[src/rtl/fetch_queue_pkg.sv]
// Shared definitions for the instruction fetch queue: FSM encoding and fetch constants.
package fetch_queue_pkg;

  typedef enum logic [1:0] {
    FQ_IDLE = 2'd0,
    FQ_WAIT = 2'd1,
    FQ_DROP = 2'd2
  } fq_state_e;

  localparam int unsigned PC_INC   = 4;
  localparam logic [63:0] NOP_WORD = 64'h0;

endpackage

[src/rtl/fetch_fifo.sv]
// Circular buffer of fetched {pc, ir} entries; flush empties it in one edge.
module fetch_fifo #(
  parameter int unsigned WIDTH = 64,
  parameter int unsigned DEPTH = 4
) (
  input  logic                       clk_i,
  input  logic                       n_rst_i,
  input  logic                       push,
  input  logic                       pop,
  input  logic                       flush,
  input  logic [WIDTH-1:0]           wdata,
  output logic                       full,
  output logic                       empty,
  output logic [$clog2(DEPTH):0]     count,
  output logic [WIDTH-1:0]           head
);

  localparam int unsigned AW = $clog2(DEPTH);

  if (DEPTH < 2 || (DEPTH & (DEPTH - 1)) != 0) begin : g_depth_check
    $error("fetch_fifo: DEPTH must be a power of two and at least 2");
  end

  logic [WIDTH-1:0] mem [DEPTH];
  logic [AW-1:0]    wr_ptr;
  logic [AW-1:0]    rd_ptr;
  logic [AW:0]      cnt;
  logic             do_push;
  logic             do_pop;

  assign full    = (cnt == (AW+1)'(DEPTH));
  assign empty   = (cnt == '0);
  assign count   = cnt;
  assign head    = mem[rd_ptr];
  assign do_push = push && !full && !flush;
  assign do_pop  = pop && !empty && !flush;

  always_ff @(posedge clk_i or negedge n_rst_i) begin
    if (!n_rst_i) begin
      wr_ptr <= '0;
      rd_ptr <= '0;
      cnt    <= '0;
    end else if (flush) begin
      wr_ptr <= '0;
      rd_ptr <= '0;
      cnt    <= '0;
    end else begin
      if (do_push) wr_ptr <= wr_ptr + AW'(1);
      if (do_pop)  rd_ptr <= rd_ptr + AW'(1);
      case ({do_push, do_pop})
        2'b10:   cnt <= cnt + (AW+1)'(1);
        2'b01:   cnt <= cnt - (AW+1)'(1);
        default: cnt <= cnt;
      endcase
    end
  end

  // Storage needs no reset: empty entries are never presented downstream.
  always_ff @(posedge clk_i) begin
    if (do_push) mem[wr_ptr] <= wdata;
  end

endmodule

[src/rtl/fetch_queue.sv]
// Instruction fetch front end: single-outstanding memory requests feeding a decode queue.
//   state | meaning
//   IDLE  | no request outstanding; may issue one
//   WAIT  | one request outstanding; its response is pushed
//   DROP  | outstanding response belongs to a flushed path; discard it
module fetch_queue
  import fetch_queue_pkg::*;
#(
  parameter int unsigned     XLEN     = 32,
  parameter int unsigned     DEPTH    = 4,
  parameter logic [XLEN-1:0] RESET_PC = '0
) (
  input  logic                    clk_i,
  input  logic                    n_rst_i,
  output logic                    imem_req_o,
  output logic [XLEN-1:0]         imem_addr_o,
  input  logic                    imem_ack_i,
  input  logic [XLEN-1:0]         imem_data_i,
  input  logic                    ID_stall_i,
  input  logic                    MEM_do_branch_i,
  input  logic [XLEN-1:0]         MEM_pc_branched_i,
  output logic                    IFID_valid_o,
  output logic [XLEN-1:0]         IFID_pc_o,
  output logic [XLEN-1:0]         IFID_ir_o,
  output logic [$clog2(DEPTH):0]  count_o
);

  fq_state_e              state_q;
  fq_state_e              state_d;
  logic [XLEN-1:0]        fetch_pc_q;
  logic                   push;
  logic                   pop;
  logic                   fifo_full;
  logic                   fifo_empty;
  logic [2*XLEN-1:0]      fifo_head;
  logic [$clog2(DEPTH):0] fifo_count;
  logic                   unused_tgt_lsbs;

  assign unused_tgt_lsbs = ^MEM_pc_branched_i[1:0];

  always_ff @(posedge clk_i or negedge n_rst_i) begin
    if (!n_rst_i) state_q <= FQ_IDLE;
    else          state_q <= state_d;
  end

  always_comb begin
    state_d = state_q;
    unique case (state_q)
      FQ_IDLE: if (imem_req_o) state_d = FQ_WAIT;
      FQ_WAIT: begin
        if (imem_ack_i)           state_d = FQ_IDLE;
        else if (MEM_do_branch_i) state_d = FQ_DROP;
      end
      FQ_DROP: if (imem_ack_i) state_d = FQ_IDLE;
      default: state_d = FQ_IDLE;
    endcase
  end

  // Requests are held off during reset so nothing is issued before release.
  always_comb begin
    imem_req_o = n_rst_i && (state_q == FQ_IDLE) && !fifo_full && !MEM_do_branch_i;
    push       = (state_q == FQ_WAIT) && imem_ack_i && !MEM_do_branch_i;
    pop        = !fifo_empty && !ID_stall_i && !MEM_do_branch_i;
  end

  always_ff @(posedge clk_i or negedge n_rst_i) begin
    if (!n_rst_i) begin
      fetch_pc_q <= RESET_PC;
    end else if (MEM_do_branch_i) begin
      fetch_pc_q <= {MEM_pc_branched_i[XLEN-1:2], 2'b00};
    end else if (push) begin
      fetch_pc_q <= fetch_pc_q + XLEN'(PC_INC);
    end
  end

  fetch_fifo #(
    .WIDTH (2*XLEN),
    .DEPTH (DEPTH)
  ) u_fifo (
    .clk_i   (clk_i),
    .n_rst_i (n_rst_i),
    .push    (push),
    .pop     (pop),
    .flush   (MEM_do_branch_i),
    .wdata   ({fetch_pc_q, imem_data_i}),
    .full    (fifo_full),
    .empty   (fifo_empty),
    .count   (fifo_count),
    .head    (fifo_head)
  );

  assign imem_addr_o  = fetch_pc_q;
  assign IFID_valid_o = !fifo_empty;
  assign IFID_pc_o    = fifo_empty ? XLEN'(NOP_WORD) : fifo_head[2*XLEN-1:XLEN];
  assign IFID_ir_o    = fifo_empty ? XLEN'(NOP_WORD) : fifo_head[XLEN-1:0];
  assign count_o      = fifo_count;

endmodule

[config.mk]
export PLATFORM = sky130hd
export DESIGN_NAME = fetch_queue
export DESIGN_NICKNAME = d
export VERILOG_FILES = /design/src/rtl/fetch_queue_pkg.sv /design/src/rtl/fetch_fifo.sv /design/src/rtl/fetch_queue.sv
export SDC_FILE = /design/constraint.sdc
export NUM_CORES = 1
export LEC_CHECK = 0
export ABC_AREA = 1
export BUFFER_PORTS_ARGS = -buffer_cell sky130_fd_sc_hd__buf_2
export CELL_PAD_IN_SITES_DETAIL_PLACEMENT = 1
export CELL_PAD_IN_SITES_GLOBAL_PLACEMENT = 1
export CORE_MARGIN = 5
export CORE_UTILIZATION = 46
export DETAILED_ROUTE_END_ITERATION = 16
export PLACE_DENSITY_LB_ADDON = 0.05
export SLEW_MARGIN = 20
export SYNTH_ARGS = -nofsm -noshare
export SYNTH_HDL_FRONTEND = slang
export SYNTH_HIERARCHICAL = 1
export SYNTH_SLANG_ARGS = --single-unit
[constraint.sdc]
create_clock -name clk_i -period 5.25 [get_ports clk_i]
set_input_delay 1.3125 -clock clk_i [delete_from_list [all_inputs] [get_ports clk_i]]
set_output_delay 1.3125 -clock clk_i [all_outputs]
set_load 0.01 [all_outputs]
After elaboration in Yosys (flattened, before gate mapping)
Memories as Yosys holds them, arrays and structs flattened.
Cells that the tools add are included.
W data, S select, Z words.
{"block": "totals", "output_inout_bits": 101, "mem_count": 1, "mem_bits_rw": 256, "register_bits": 41, "input_bits": 69, "rom_bits": 0, "latch_bits": 0}
{"block": "classes", "shift": 0, "n_eq_ne": 8, "div": 0, "reduce_logical": 22, "n_lt_le_gt_ge": 0, "n_bitwise": 0, "muxes": 17, "add_sub_neg": 5, "multipliers": 0}
{"name": "u_fifo.mem", "depth": 4, "width": 64, "rd": 1, "rd_ports_with_merged_regs": 0, "wr": 1, "line_no": "fetch_fifo.sv:24", "rtl": "logic [WIDTH-1:0] mem [DEPTH];"}
{"operator": "$mux W32", "n": 4}
{"operator": "$add A32 B3 Y32 const B", "n": 1}
{"operator": "$mux W2", "n": 8}
{"operator": "$logic_and A1 B1 Y1", "n": 11}
{"operator": "$pmux W2 S3", "n": 1}
{"operator": "$pmux W3 S2", "n": 1}
{"operator": "$reduce_bool A2 Y1", "n": 3}
{"operator": "$add A2 B1 Y2 const B", "n": 2}
{"operator": "$eq A2 B1 Y1 const B", "n": 2}
{"operator": "$eq A2 B2 Y1 const B", "n": 2}
{"operator": "$logic_not A1 Y1", "n": 4}
{"operator": "$ne A2 B2 Y1 const B", "n": 2}
{"operator": "$add A3 B1 Y3 const B", "n": 1}
{"operator": "$eq A3 B3 Y1 const B", "n": 1}
{"operator": "$logic_not A3 Y1", "n": 1}
{"operator": "$mux W3", "n": 1}
{"operator": "$ne A3 B3 Y1 const B", "n": 1}
{"operator": "$reduce_and A3 Y1", "n": 1}
{"operator": "$reduce_bool A3 Y1", "n": 1}
{"operator": "$sub A3 B1 Y3 const B", "n": 1}
{"operator": "$logic_not A2 Y1", "n": 1}
{"operator": "$mux W1", "n": 2}

Logic depth before layout (Yosys ltp)
{"block": "depth", "ltp_word": 9, "depth_mapped": 16, "depth_no_buf": 15}

Modules after synthesis
Netlist, hierarchy kept.
{"mod": "fetch_fifo", "cells_each": 685, "n_inst": 1, "seq_area_each_um2": 7862.5, "area_each_um2": 9970.8}
{"mod": "fetch_queue", "cells_each": 487, "n_inst": 1, "seq_area_each_um2": 800.8, "area_each_um2": 2801.4}

Worst setup path after synthesis
No wires, ideal clock.
{"block": "synth_timing", "kind": "input-to-reg", "startpoint": "input port MEM_do_branch_i", "endpoint": "memory u_fifo.mem[0][0] (enable)", "required_ns": 4.764, "setup_time_ns": 0.486, "path_stages": 6, "path_slack_ns": 0.062, "t_arrival_ns": 4.701, "path_buffers": 1, "path_cell_list": "inv_1 > nand3_2 > clkinv_1 > buf_4 > nand3_2 > nor2_1"}
{"block": "synth_between", "elab_chain_cells": 6}
{"element": "start: declaration", "line_no": "fetch_queue.sv:20", "rtl": "input logic MEM_do_branch_i,"}
{"element": "$logic_not A1 Y1", "line_no": "fetch_queue.sv:62", "rtl": "push = (state_q == FQ_WAIT) && imem_ack_i && !MEM_do_branch_i;"}
{"element": "$logic_and A1 B1 Y1", "line_no": "fetch_queue.sv:62"}
{"element": "net push", "line_no": "fetch_queue.sv:31", "rtl": "logic push;"}
{"element": "$logic_and A1 B1 Y1 (2 in a row)", "line_no": "fetch_fifo.sv:35", "rtl": "assign do_push = push && !full && !flush;"}
{"element": "$mux W1", "line_no": "fetch_fifo.sv:60", "rtl": "if (do_push) mem[wr_ptr] <= wdata;"}
{"element": "$mux W1 (not written as such)", "line_no": "fetch_fifo.sv:60"}
{"element": "end: declaration", "line_no": "fetch_fifo.sv:24"}
The timed path passes the listed nets, and every way through them passes these cells.

Worst setup path in the final report
{"block": "layout_timing", "startpoint": "register u_fifo.rd_ptr[0]", "endpoint": "output port IFID_pc_o[20]"}
{"block": "layout_between", "elab_chain_cells": 2}
{"element": "start: declaration", "line_no": "fetch_fifo.sv:26", "rtl": "logic [AW-1:0] rd_ptr;"}
{"element": "start signal: assignment", "line_no": "fetch_fifo.sv:49", "rtl": "if (do_pop) rd_ptr <= rd_ptr + AW'(1);"}
{"element": "$mem_v2 Z4 W64"}
{"element": "net fifo_head[52]", "line_no": "fetch_queue.sv:35", "rtl": "logic [2*XLEN-1:0] fifo_head;"}
{"element": "$mux W32", "line_no": "fetch_queue.sv:94", "rtl": "assign IFID_pc_o = fifo_empty ? XLEN'(NOP_WORD) : fifo_head[2*XLEN-1:XLEN];"}
{"element": "end: declaration", "line_no": "fetch_queue.sv:23", "rtl": "output logic [XLEN-1:0] IFID_pc_o,"}
The timed path passes the listed nets, and every way through them passes these cells.

==> flow_summary.toml <==
[power_and_ir_drop]
p_per_area_nw_per_um2 = 417
leakage_uw = 0.00597
swShare = 0.303
pwr-share-clk = 0.341
p_seq_frac = 0.447
p_int_uw = 4350
irDropWorstVdd_mv = 0.279
switchingPower_uw = 1890
power_frac_comb = 0.212

[timing]
slew_viol_final = 0
worst_slack_ns = 0.847
fmax_mhz = 227
tns_ns = 0
tightestPinTransition_ns = 0.810
period_share = 0.839
relSlewSlack = 0.460
fin_crit_ns = 4.40
clock_skew_ns = 0.0116
fin_hold_ws_ns = 0.576
rsz0062_at_grt = "false"
setup_violations = 0
hold_viol = 0

[global_routing]
first_global_vias = 9604
overflow = 0
antenna_found_initial = 0
grt_usage = 0.211
grt_max_degree = 76
grt_pass1_wl_mm = 52.3

[clocking]
clk_pin_slew_ns = 0.06
numCtsBuffers = 31
cts_root_buf = "clkbuf_16"
clock_sinks = 295
cts-resized-gates = 0
clock_latency_ns = 0.55
htreeDepth = 1
clockBufferDepth = 3
cts_setup_buffers = 0
cts_tree = "built"
holdBufCountCts = 0

[synth]
ys_types = 40
synthTopCellsByArea = "edfxtp_1 60%, dfrtp_1 7.6%, nor2_1 6.9%, nand2_1 4.4%, o21ai_0 3.8%"
ys_ff_latch = 295
ys_warn_count = 6
yosys.area.top_type = "edfxtp_1"
netlist.area_leader.share = 0.602
synth-edff-count = 256
syn_inst = 1172
syn-cell-area_um2 = 12800
synth_most_common_cell = "edfxtp_1"
synth_ff_type = "edfxtp_1"
synthTopCellsByCount = "256 x edfxtp_1, 235 x nor2_1, 151 x nand2_1, 110 x inv_1, 96 x o21ai_0"
yosysSeqAreaShare = 0.678
syn_avg_cell_area_um2 = 10.9
async_flop_share = 0.132

[worst_hold_path]
hold_path_class = "flop to flop"
hold_start = "u_fifo/count[1]$_DFFE_PN0P_"
whs_endpoint = "u_fifo/count[1]$_DFFE_PN0P_"
holdPathStages = 2

[setup_path]
start_kind = "flop"
reg2reg_depth = 16
r2r_end = "u_fifo/count[2]$_DFFE_PN0P_"
end_kind = "output pin"
cp_max_fo = 75
worstPathRequired_ns = 3.94
worstSetupPathType = "flop to output pin"
cp_data_arrival_time_ns = 3.09
crit-reg2reg-launch = "u_fifo/count[0]$_DFFE_PN0P_"
reg2reg_slack_ns = 2.19

[route]
totalWireLength_mm = 33.2
dr_total_vias = 9085
first_iter_violations = 572
first_pass_iters = 4
vias_per_cell = 5.23
route.detailed.drc = 0
antenna_left = 0
wl_per_cell_um = 19.1

[layout]
syn2layout_area_growth_pct = 17.2
antennaDiodeCount = 0
nNetsFinal = 1410
fin_area_um2 = 15000
finalNonFillerCells = 1738
n_fill_cell = 3074
layout-drive-gt1-share = 0.196

[floorplan]
io_pins = 170
die_w_um = 177
fp.dieH_um = 177
initial_core_util = 0.462
rows = 61
dieArea_um2 = 31200
core_area_um2 = 27600

[placed_design]
gp_congestion = 0.801
dp.cells = 1680
placed_area_um2 = 14000
post-dp-hpwl_mm = 20.3
port_buffers = 165
dp_slack_ns = 1.47

[job]
maxCapViolCount = 0

[outcome]
status = "finished, final reports clean"
## through the flow
step           total power (uW)   util
6_report                   6250  0.542
5_1_grt                    6580  0.542
4_1_cts                    6330  0.542
3_5_place_dp               4190  0.505
3_3_place_gp               4150  0.505
2_1_floorplan              3600      -
## how the worst max path moves through the flow
stage / from / end
floorplan: MEM_do_branch_i / u_fifo/mem[0][0]$_DFFE_PP_
global placement: u_fifo/rd_ptr[0]$_DFFE_PN0P_ / IFID_pc_o[15]
CTS: u_fifo/rd_ptr[0]$_DFFE_PN0P_ / IFID_pc_o[20]
detailed placement: u_fifo/rd_ptr[0]$_DFFE_PN0P_ / IFID_pc_o[15]
global route: u_fifo/rd_ptr[0]$_DFFE_PN0P_ / IFID_pc_o[15]
finish: u_fifo/rd_ptr[0]$_DFFE_PN0P_ / IFID_pc_o[20]
## power by group through the flow
stage               Sequential [uW]  Clock [uW]  Combinational [uW]
detailed placement             2840           0                1350
global route                   2810        2290                1470
global placement               2840           0                1310
floorplan                      2790           0                 819
finish                         2790        2130                1320
CTS                            2790        2180                1360
## cell type report
cell class | count | area (um^2) | area share
well taps | 378 | 473 | 0.0316
flip-flops and latches | 295 | 8670 | 0.579
multi-input cells | 712 | 3390 | 0.227
clock buffers | 41 | 833 | 0.0557
repair buffers | 179 | 993 | 0.0664
inverters | 116 | 438 | 0.0293
clock inverters | 17 | 170 | 0.0114
## registers in the layout (all words and copies together), names as in the netlist
name	flops
imem_addr_o	30
state_q	2
u_fifo/count	3
u_fifo/mem	256
u_fifo/rd_ptr	2
u_fifo/wr_ptr	2
## worst max-delay path: stages, from the launching register on
cell     delay, ns
dfrtp_4       0.84
buf_4         0.74
o21ai_0       0.23
o22ai_1       0.25
inv_1         0.07
nor2_1        0.19
buf_2         0.18
## cell families (layout without fill, tap and decap cells)
logic type,Yosys count,count (layout),synth area share
AO/OA/AOI/OAI,228,228,0.0986
XOR/XNOR,13,13,0.00891
adder cells (fa/ha/maj),6,6,0.00647
buffers and inverters,174,353,0.0611
flip-flops,295,295,0.678
other,1,10,0.000294
AND/OR/NAND/NOR,455,455,0.146
## cell usage in the layout (no fill, tap or decap), drive strengths merged
| cell | count |
|---|---|
| o211ai | 4 |
| o22ai | 64 |
| inv | 117 |
| ha | 5 |
| a21boi | 1 |
| o21bai | 4 |
| clkinv | 11 |
| a22o | 1 |
| or2 | 1 |
| buf | 179 |
| nor3 | 2 |
| bufinv | 3 |
| xnor2 | 6 |
| conb | 10 |
| fa | 1 |
| o21ai | 143 |
| nand2 | 158 |
| clkbuf | 41 |
| a21oi | 8 |
| clkinvlp | 2 |
| o221ai | 1 |
| dfrtp | 39 |
| nand4 | 1 |
| edfxtp | 256 |
| nor4 | 1 |
| nand3 | 43 |
| o21a | 1 |
| a31oi | 1 |
| xor2 | 7 |
| nor2 | 249 |
## per-layer routing
metal	global-route usage	part of all wire	wire length, um
met5	0	0	0
met4	0.0400	0.013	436
met3	0.0269	0.043	1410
met2	0.373	0.49	16400
met1	0.285	0.45	14900
(Power assumes the default switching activity.)
